$ cat config.mk
export PLATFORM = sky130hd
export DESIGN_NAME = bf16_dot_sequencer
export DESIGN_NICKNAME = d
export VERILOG_FILES = /design/src/rtl/bf16_dot_sequencer.sv
export SDC_FILE = /design/constraint.sdc
export NUM_CORES = 1
export LEC_CHECK = 0
export CELL_PAD_IN_SITES_DETAIL_PLACEMENT = 1
export CELL_PAD_IN_SITES_GLOBAL_PLACEMENT = 2
export CORE_AREA = 4 4 221 223
export DETAILED_ROUTE_END_ITERATION = 8
export DIE_AREA = 0 0 225 227
export MAX_ROUTING_LAYER = met4
export PLACE_DENSITY_LB_ADDON = 0.05
export SLEW_MARGIN = 15
export SYNTH_ARGS = -nofsm -noshare
export SYNTH_HDL_FRONTEND = slang
export SYNTH_SLANG_ARGS = --single-unit
$ cat constraint.sdc
create_clock -name clk -period 47 [get_ports clk]
set_input_delay 4.7 -clock clk [delete_from_list [all_inputs] [get_ports clk]]
set_output_delay 4.7 -clock clk [all_outputs]
set_load 0.01 [all_outputs]
$ cat src/rtl/bf16_dot_sequencer.sv
// bf16_dot_sequencer: streams len operand pairs through a bfloat16 fused MAC into a seeded accumulator.
// Optional BF16_DOT_ABORT_EN adds an abort input that drops the running job.
module mac_bfloat16 #(
  parameter int N_SIG = 7,
  parameter int N_EXP = 8,
  parameter int N_DATA = N_EXP + N_SIG + 1
) (
  input  logic [N_DATA-1:0] a,
  input  logic [N_DATA-1:0] b,
  input  logic [N_DATA-1:0] c,
  input  logic [2:0]        rnd,
  output logic [N_DATA-1:0] z,
  output logic [7:0]        status
);
  localparam int WM = 2 * N_SIG + 2;
  localparam int W = 2 * WM;
  localparam int ONE = 2 * N_SIG + WM;
  localparam int EW = N_EXP + 3;
  localparam int BIAS = (1 << (N_EXP - 1)) - 1;
  localparam logic [N_EXP-1:0] EMAX = '1;
  localparam logic [N_EXP-1:0] EMAX_M1 = EMAX - 1'b1;
  localparam logic signed [EW-1:0] EMAX_S = EW'((1 << N_EXP) - 1);
  // right shift that folds every lost bit into the lsb as a sticky bit
  function automatic logic [W-1:0] shr(input logic [W-1:0] v, input logic signed [EW-1:0] d);
    logic [W-1:0] m;
    if (int'(d) >= W) return {{(W-1){1'b0}}, |v};
    m = ~({W{1'b1}} << d);
    return (v >> d) | {{(W-1){1'b0}}, |(v & m)};
  endfunction
  logic sa, sb, sc, sp, sr, pz, cz, sub, g, st, inc, toinf;
  logic a_nan, b_nan, c_nan, a_inf, b_inf, c_inf, p_inf, nan;
  logic [N_EXP-1:0] ea, eb, ec;
  logic [N_SIG-1:0] fa, fb, fc;
  logic [WM-1:0] mp;
  logic [W-1:0] pf, cf;
  logic [W:0] s, sn;
  logic [N_SIG+1:0] mr;
  logic signed [EW-1:0] ep, ecs, emx, er, ern;
  int lz;
  assign {sa, ea, fa} = a;
  assign {sb, eb, fb} = b;
  assign {sc, ec, fc} = c;
  assign a_nan = ea == EMAX && |fa;
  assign b_nan = eb == EMAX && |fb;
  assign c_nan = ec == EMAX && |fc;
  assign a_inf = ea == EMAX && !(|fa);
  assign b_inf = eb == EMAX && !(|fb);
  assign c_inf = ec == EMAX && !(|fc);
  assign p_inf = a_inf | b_inf;
  assign sp = sa ^ sb;
  assign sub = sp ^ sc;
  // subnormal operands are treated as zero
  assign pz = ea == '0 || eb == '0;
  assign cz = ec == '0;
  assign nan = a_nan | b_nan | c_nan | (a_inf & eb == '0) | (b_inf & ea == '0) | (p_inf & c_inf & sub);
  always_comb begin
    mp = WM'({1'b1, fa}) * WM'({1'b1, fb});
    ep = EW'(ea) + EW'(eb) - EW'(BIAS);
    ecs = EW'(ec);
    emx = pz ? ecs : cz ? ep : (ecs > ep ? ecs : ep);
    pf = pz ? '0 : shr({mp, {WM{1'b0}}}, emx - ep);
    cf = cz ? '0 : shr({1'b0, 1'b1, fc, {N_SIG{1'b0}}, {WM{1'b0}}}, emx - ecs);
    s = !sub ? {1'b0, pf} + {1'b0, cf} : (cf > pf ? {1'b0, cf - pf} : {1'b0, pf - cf});
    sr = (sub && cf > pf) ? sc : sp;
    lz = 0;
    for (int i = 0; i <= W; i++) if (s[i]) lz = i;
    sn = s << (W - lz);
    er = emx + EW'(lz - ONE);
    g = sn[W-N_SIG-1];
    st = |sn[W-N_SIG-2:0];
    inc = rnd == 3'd1 ? 1'b0 : rnd == 3'd2 ? !sr & (g | st) : rnd == 3'd3 ? sr & (g | st) :
          rnd == 3'd4 ? g : rnd == 3'd5 ? g | st : g & (st | sn[W-N_SIG]);
    mr = {1'b0, sn[W -: N_SIG+1]} + (N_SIG+2)'(inc);
    ern = er + EW'(mr[N_SIG+1]);
    toinf = !(rnd == 3'd1 || (rnd == 3'd2 && sr) || (rnd == 3'd3 && !sr));
    z = '0;
    status = '0;
    if (nan) begin
      z = {1'b0, EMAX, 1'b1, {(N_SIG-1){1'b0}}};
      status[2] = 1'b1;
    end else if (p_inf | c_inf) begin
      z = {p_inf ? sp : sc, EMAX, {N_SIG{1'b0}}};
      status[1] = 1'b1;
    end else if (s == '0) begin
      z = {(sp == sc) ? sp : (rnd == 3'd3), {(N_DATA-1){1'b0}}};
      status[0] = 1'b1;
    end else if (er[EW-1] || er == '0) begin
      z = {sr, {(N_DATA-1){1'b0}}};
      status[0] = 1'b1;
      status[3] = 1'b1;
      status[5] = 1'b1;
    end else if (ern >= EMAX_S) begin
      z = toinf ? {sr, EMAX, {N_SIG{1'b0}}} : {sr, EMAX_M1, {N_SIG{1'b1}}};
      status[1] = toinf;
      status[4] = 1'b1;
      status[5] = 1'b1;
    end else begin
      z = {sr, ern[N_EXP-1:0], mr[N_SIG-1:0]};
      status[5] = g | st;
    end
  end
endmodule

module bf16_dot_sequencer #(
  parameter int N_SIG = 7,
  parameter int N_EXP = 8,
  parameter int N_DATA = N_EXP + N_SIG + 1,
  parameter int LEN_W = 8
) (
  input  logic              clk,
  input  logic              rst,
  input  logic              start,
  input  logic [LEN_W-1:0]  len,
  input  logic [N_DATA-1:0] init,
  input  logic [2:0]        rnd,
`ifdef BF16_DOT_ABORT_EN
  input  logic              abort,
`endif
  output logic              busy,
  input  logic              in_valid,
  output logic              in_ready,
  input  logic [N_DATA-1:0] in_a,
  input  logic [N_DATA-1:0] in_b,
  output logic              out_valid,
  input  logic              out_ready,
  output logic [N_DATA-1:0] out_z,
  output logic [7:0]        out_status,
  output logic [LEN_W-1:0]  out_count
);
  localparam logic [1:0] IDLE = 2'd0, ACCUM = 2'd1, DONE = 2'd2;
  logic [1:0] state;
  logic [N_DATA-1:0] acc, mz;
  logic [7:0] sts, ms;
  logic [LEN_W-1:0] cnt, beats;
  logic [2:0] rnd_q;
  logic ab, fire;
`ifdef BF16_DOT_ABORT_EN
  assign ab = abort;
`else
  assign ab = 1'b0;
`endif
  mac_bfloat16 #(.N_SIG(N_SIG), .N_EXP(N_EXP), .N_DATA(N_DATA)) mac (
    .a(in_a), .b(in_b), .c(acc), .rnd(rnd_q), .z(mz), .status(ms)
  );
  assign busy = state != IDLE;
  assign in_ready = state == ACCUM && !ab;
  assign fire = in_valid & in_ready;
  assign out_valid = state == DONE;
  assign out_z = acc;
  assign out_status = sts;
  assign out_count = beats;
  always_ff @(posedge clk) begin
    if (rst) begin
      state <= IDLE;
      acc <= '0;
      sts <= '0;
      cnt <= '0;
      beats <= '0;
      rnd_q <= '0;
    end else begin
      case (state)
        IDLE: if (start) begin
          acc <= init;
          cnt <= len;
          beats <= '0;
          sts <= '0;
          rnd_q <= rnd;
          state <= len == '0 ? DONE : ACCUM;
        end
        ACCUM: if (ab) state <= IDLE;
        else if (fire) begin
          acc <= mz;
          sts <= sts | ms;
          cnt <= cnt - 1'b1;
          beats <= beats + 1'b1;
          if (cnt == LEN_W'(1)) state <= DONE;
        end
        DONE: if (ab || out_ready) state <= IDLE;
        default: state <= IDLE;
      endcase
    end
  end
endmodule

After elaboration in Yosys (flattened, before gate mapping)
Cells that the tools add are included.

Flip-flop bits (word level): 45. Input bits: 64.

$add $sub $neg: 14. $mul: 1. Order comparisons: 5. Equal/unequal tests: 17. Shift operators: 5. Muxes and demuxes: 92. Bitwise operators: 26. Reduce and logical (&&, ||, !) cells: 38.

Operators with widths (number): 32-bit two-way mux (7); 16-bit two-way mux (5); 5-bit two-way mux (16); 32-bit NOT (2); 32-bit by 1-bit OR with 32-bit output (2); 32-bit OR reduction (2); 32-bit by 11-bit << shifter with 32-bit output, first input constant (2); 32-bit subtractor (2); 8-bit two-way mux (6); 8-bit one-hot mux with 2 select lines (3); 32-bit by 32-bit adder with 33-bit output (1); 33-bit zero test (1); 11-bit two-way mux (3); 33-bit two-way mux (1); 33-bit by 32-bit << shifter with 33-bit output (1); 31-bit by 32-bit AND with 32-bit output (1); 32-bit AND (1); 32-bit > comparator (1); 8-bit zero test (4); 4-bit two-way mux (8); 16-bit one-hot mux with 2 select lines (1); 31-bit by 11-bit right shift with 32-bit output (1); 32-bit by 11-bit right shift with 32-bit output (1); 15-bit two-way mux (2); other kinds (47) (124).

Longest topological paths before layout
Depth in word-level cells: 70. Depth in mapped cells: 104. Mapped depth without buffers: 95.

Modules after synthesis
Synthesis repeated with hierarchy kept, for this count alone.

Cell total of the unflattened synthesis: 2741. Area, all modules: 18445.2 um2.

By module, submodules not included: mac_bfloat16 (instances 1, cells an instance 2483, area an instance 16373.2 um2); bf16_dot_sequencer (instances 1, cells an instance 258, area an instance 2072.0 um2).

Least setup slack after synthesis
OpenSTA, ideal clock, no wires.

Path type: input port to flip-flop. Start: input in_a[7]. End: register acc[6], in the netlist out_z[6]. Setup time: 0.058 ns. Arrival time: 22.494 ns. Required time: 46.942 ns. Path slack: 24.448 ns. Stages on the path: 100. Buffers on the path: 9. Cells stage by stage: ha_1 > inv_1 > fa_1 > inv_1 > ha_1 > inv_1 > a2111oi_0 > nor2_1 > nor4b_2 > mux2_2 > nand2_1 > o211ai_1 > or3_1 > buf_6 > nand2_1 > clkbuf_1 > o21ai_0 > ha_1 > [... 64 more ...] > nor4_2 > ha_1 > ha_1 > nand2_1 > nor2_1 > xnor2_1 > nor4b_1 > nor2_1 > nand2_1 > nand2_1 > o21ai_0 > o221ai_1 > nor2_1 > or2_2 > nor4_1 > o21ai_0 > mux2i_1 > a211o_1.

Word-level cells in the longest chain between the ends: 69. Elaborated cells between the ends (all ways): 118. Classes of those cells: add/sub (12); order compare (5); eq/ne (1); shift (5); mux (57); bitwise (22); reduce/logical (16).

Ends and longest elaborated chain: from (decl) (RTL line 122) `input logic [N_DATA-1:0] in_a,`; 8-bit by 8-bit adder with 9-bit output (RTL line 58) `ep = EW'(ea) + EW'(eb) - EW'(BIAS);`; 11-bit by 7-bit subtractor with 11-bit output (RTL line 58); 9-bit by 11-bit > comparator with 1-bit output (RTL line 60) `emx = pz ? ecs : cz ? ep : (ecs > ep ? ecs : ep);`; 11-bit two-way mux (3 in a row) (RTL line 60); 11-bit subtractor or 11-bit by 9-bit subtractor with 11-bit output (tied branches) (RTL line 61, 62); 32-bit by 11-bit << shifter with 32-bit output (RTL line 27) `m = ~({W{1'b1}} << d);`; 32-bit NOT (RTL line 27); 32-bit AND or 31-bit by 32-bit AND with 32-bit output (tied branches) (RTL line 28) `return (v >> d) | {{(W-1){1'b0}}, |(v & m)};`; [... 51 more ...]; 11-bit by 9-bit >= comparator with 1-bit output (RTL line 92) `end else if (ern >= EMAX_S) begin`; 15-bit two-way mux (RTL line 92); 15-bit two-way mux (RTL line 87) `end else if (er[EW-1] || er == '0) begin`; 16-bit two-way mux (RTL line 84) `end else if (s == '0) begin`; 16-bit two-way mux (RTL line 81) `end else if (p_inf | c_inf) begin`; 16-bit two-way mux (*) (RTL line 78) `if (nan) begin`; 16-bit two-way mux (*) (RTL line 171) `else if (fire) begin`; 16-bit one-hot mux with 2 select lines (*) (RTL line 161) `case (state)`; to (signal assigned) (RTL line 163) `acc <= init;`; to (signal assigned) (RTL line 172) `acc <= mz;`; to (decl) (RTL line 132) `logic [N_DATA-1:0] acc, mz;`.

Mark *: on every way between the ends. The rest lies on a longest branch, timed or not. The select of a mux whose other input is x is not followed. A chain may end at the register's enable or synchronous reset.

Worst setup path after layout
Same ends and word-level chain as after synthesis.

==> results.rst <==
.. list-table::
   :header-rows: 1

   * - Metric
     - Value
   * - Result of the run
     - complete, no violations
   * - IO Port Bufs
     - 96
   * - Global routing usage on met3
     - 1.82%
   * - Grt ovf
     - 0
   * - Worst slew margin relative to its limit
     - 22.7%
   * - Worst path required time
     - 47.23 ns
   * - CTS-repair resized insts
     - 0
   * - Fraction of the cycle the final worst path needs
     - 60.2%
   * - Register-to-register setup slack
     - 24.60 ns
   * - Crit path max-delay cell type
     - sky130_fd_sc_hd__a21o_1
   * - Clock latency at the later pin of the worst-skew pair
     - 0.28 ns
   * - I/O pin count
     - 99
   * - Post-CTS setup buffers
     - 0
   * - Number of sinks driven by the clock tree
     - 43
   * - Library cell used as clock root buffer
     - sky130_fd_sc_hd__clkbuf_16
   * - Arrival @ worst endpoint
     - 28.54 ns
   * - GRT busiest layer
     - met2
   * - Crit. End Element
     - flip-flop
   * - Fraction of final layout cells sized beyond drive strength 1
     - 5.36%
   * - DRC marker count from the first detailed-route iteration
     - 1516
   * - Type of the setup path with the least slack
     - input pin to flip-flop
   * - Number of antenna violations at the first check in global routing
     - 0
   * - Number of H-tree levels
     - 2
   * - Final max-slew violation count
     - 0
   * - Share of the core filled with cells
     - 42.2%
   * - Share of the yosys chip area belonging to registers
     - 4.74%
   * - Class of the tightest hold or removal check
     - flip-flop to flip-flop
   * - Post-Place Worst Slack
     - 18.92 ns
   * - Most prevalent standard cell on the critical path
     - sky130_fd_sc_hd__ha_1
   * - Least-Margin Pin Slew
     - 1.15 ns
   * - Largest incremental delay on the critical path
     - 0.83 ns
   * - DIE HEIGHT
     - 227 µm
   * - Largest net degree at the start of global routing
     - 69
   * - Setup TNS
     - 0 ns
   * - Avg Inst Size Synth
     - 6.76 µm²
   * - Post-synthesis async set-or-reset flop share
     - 0%
   * - Maximum capacitance violations
     - 0
   * - DIE WIDTH
     - 225 µm
   * - Vias after detailed routing
     - 20500
   * - Global routing met2 resource utilization
     - 52.8%
   * - Maximum fanout count along the critical path
     - 51
   * - Final weighted congestion in routability-driven placement
     - 0.970
   * - RSZ-0062 raised after global routing
     - no
   * - Area growth from synthesis to final layout
     - 8.23%
   * - Flop and latch count out of synthesis
     - 43
   * - Per-cell via count in the routed design
     - 6.26
   * - Filler instances
     - 6015
   * - Hold Worst Slack
     - 0.475 ns
   * - Maximum root-to-sink buffer count
     - 2
   * - Clock slew at reported path FFs
     - 0.06 ns
   * - Fmax
     - 0.0353 GHz
   * - Global-route wire length before repair
     - 122000 µm
   * - Post-route ant nets
     - 0
   * - Tot GR Track Use
     - 30.4%
   * - Number of antenna cells inserted
     - 0
   * - Die area
     - 51100 µm²
   * - Fraction of met1 tracks used by global routing
     - 39.4%
   * - Number of iterations in the first detailed-routing pass
     - 6
   * - WL/cell
     - 23.9 µm
   * - Core area
     - 46600 µm²
   * - Post-synth EDFFs
     - 0
   * - Startpoint Class
     - input pin
   * - Initial standard-cell utilization of the core
     - 39.0%
   * - Post-route DRC
     - 0
   * - CTS hold repair buffers
     - 0
   * - Largest clock skew in the final design
     - 0.00360 ns
   * - Final setup margin
     - 18.69 ns
   * - Number of setup violations in the final report
     - 0
   * - Number of cell rows
     - 79
   * - Gate count of the mapped netlist
     - 2683
   * - Synth warn
     - 0
   * - Drt total wl
     - 78400 µm
   * - Post-DP HPWL
     - 64600 µm
   * - CTS Buf Count
     - 5
   * - Post-route minimum period
     - 28.31 ns
   * - CTS tree
     - built
   * - Synth Flop Type
     - sky130_fd_sc_hd__dfxtp_1
   * - Net count of the finished layout
     - 2955
   * - Count of distinct cell types in the synthesized netlist
     - 113
   * - Number of global-route vias before repair
     - 20800
   * - Netlist Area Pre-Place
     - 18100 µm²
   * - Count of endpoints failing hold in the final timing report
     - 0
[synthesized netlist by cell type (41+ instances only)]
master	count	area (µm²)
sky130_fd_sc_hd__nor2_1	271	1020
sky130_fd_sc_hd__a21oi_1	249	1250
sky130_fd_sc_hd__nand2_1	219	822
sky130_fd_sc_hd__inv_1	203	762
sky130_fd_sc_hd__ha_1	179	2240
sky130_fd_sc_hd__o21ai_0	153	766
sky130_fd_sc_hd__clkbuf_1	112	420
sky130_fd_sc_hd__nor3_1	101	505
sky130_fd_sc_hd__nand3_1	81	405
sky130_fd_sc_hd__and2_1	67	419
sky130_fd_sc_hd__a21o_1	60	450
sky130_fd_sc_hd__xnor2_1	58	508
sky130_fd_sc_hd__a211oi_1	55	413
sky130_fd_sc_hd__dfxtp_1	43	861
sky130_fd_sc_hd__fa_1	43	861
sky130_fd_sc_hd__nand2b_1	43	269
sky130_fd_sc_hd__and3_1	42	263
sky130_fd_sc_hd__nand4_1	41	257
[worst max-delay path, delay by kind of cell]
kind / cells / cell delay, ns
buf+inv: 10 / 2.54
xor+xnor: 2 / 0.49
mux: 2 / 0.64
fa+ha+maj: 12 / 3.26
simple gates: 25 / 5.58
compound gates: 40 / 11.28
[state kept, by name, indices dropped and copies added (netlist names)]
register,count
out_z,16
out_status,6
rnd_q,3
cnt,8
state,2
out_count,8
[final timing paths]
check | start | endpoint | depth (start not counted)
min reg2reg | cnt[5] | cnt[5] | 2
max reg2reg | out_z[13] | out_z[6] | 83
max | in_a[7] | out_z[6] | 91
min | cnt[5] | cnt[5] | 2
[cells in the final DEF, fill, tap and decap left out, types with 16 or more instances in the layout]
cell and instances:
sky130_fd_sc_hd__a21oi_1 248, sky130_fd_sc_hd__nor2_1 271, sky130_fd_sc_hd__nor4_1 27, sky130_fd_sc_hd__nor3_1 101, sky130_fd_sc_hd__inv_1 203, sky130_fd_sc_hd__a21o_1 60, sky130_fd_sc_hd__o21ai_0 152, sky130_fd_sc_hd__o21a_1 24
sky130_fd_sc_hd__mux2_2 16, sky130_fd_sc_hd__a31oi_1 39, sky130_fd_sc_hd__nor2b_1 24, sky130_fd_sc_hd__xnor2_1 55, sky130_fd_sc_hd__fa_1 43, sky130_fd_sc_hd__mux2i_1 40, sky130_fd_sc_hd__nand3_1 81, sky130_fd_sc_hd__or3_1 36
sky130_fd_sc_hd__o22ai_1 18, sky130_fd_sc_hd__or4_1 17, sky130_fd_sc_hd__o21bai_1 36, sky130_fd_sc_hd__dfxtp_1 43, sky130_fd_sc_hd__xor2_1 31, sky130_fd_sc_hd__clkdlybuf4s50_1 96, sky130_fd_sc_hd__nand2_1 219, sky130_fd_sc_hd__or2_2 21
sky130_fd_sc_hd__and3_1 42, sky130_fd_sc_hd__nand2b_1 43, sky130_fd_sc_hd__buf_4 30, sky130_fd_sc_hd__and2_1 67, sky130_fd_sc_hd__a211oi_1 55, sky130_fd_sc_hd__o211ai_1 30, sky130_fd_sc_hd__ha_1 179, sky130_fd_sc_hd__nand4_1 41
[per-stage QoR]
stage | instance area, µm² | instances
2_1_floorplan | 18100 | 2684
3_3_place_gp | 19500 | 3269
3_5_place_dp | 19500 | 3269
4_1_cts | 19600 | 3277
5_1_grt | 19600 | 3277
6_report | 19600 | 3277
[per-layer routing]
layer	up-vias	part of all wire, %
met5	-	0
met4	0	2.5
met3	102	3.9
met2	508	49
met1	10200	45
li1	9737	-
[area by class of cell]
type	count	area (µm²)	area share [%]
Multi-Input combinational cell	2288	15900	80.9
Timing Repair Buffer	126	1190	6.04
Sequential cell	43	861	4.38
Inverter	205	772	3.93
Tap cell	607	759	3.87
Clock buffer	6	139	0.707
Clock inverter	2	35.0	0.178
[kinds of logic after synthesis]
family,count (synthesis),share of synthesized area (%)
simple gates,1036,28.5
other cells,1,0.0207
buf+inv,353,7.94
compound gates,856,31.0
mux,78,5.93
xor+xnor,93,4.74
flops,43,4.74
fa+ha+maj,223,17.1
Power is left out: the tool's default activity adds up to more than one toggle a clock period on the data nets, which glitch-free logic cannot reach.
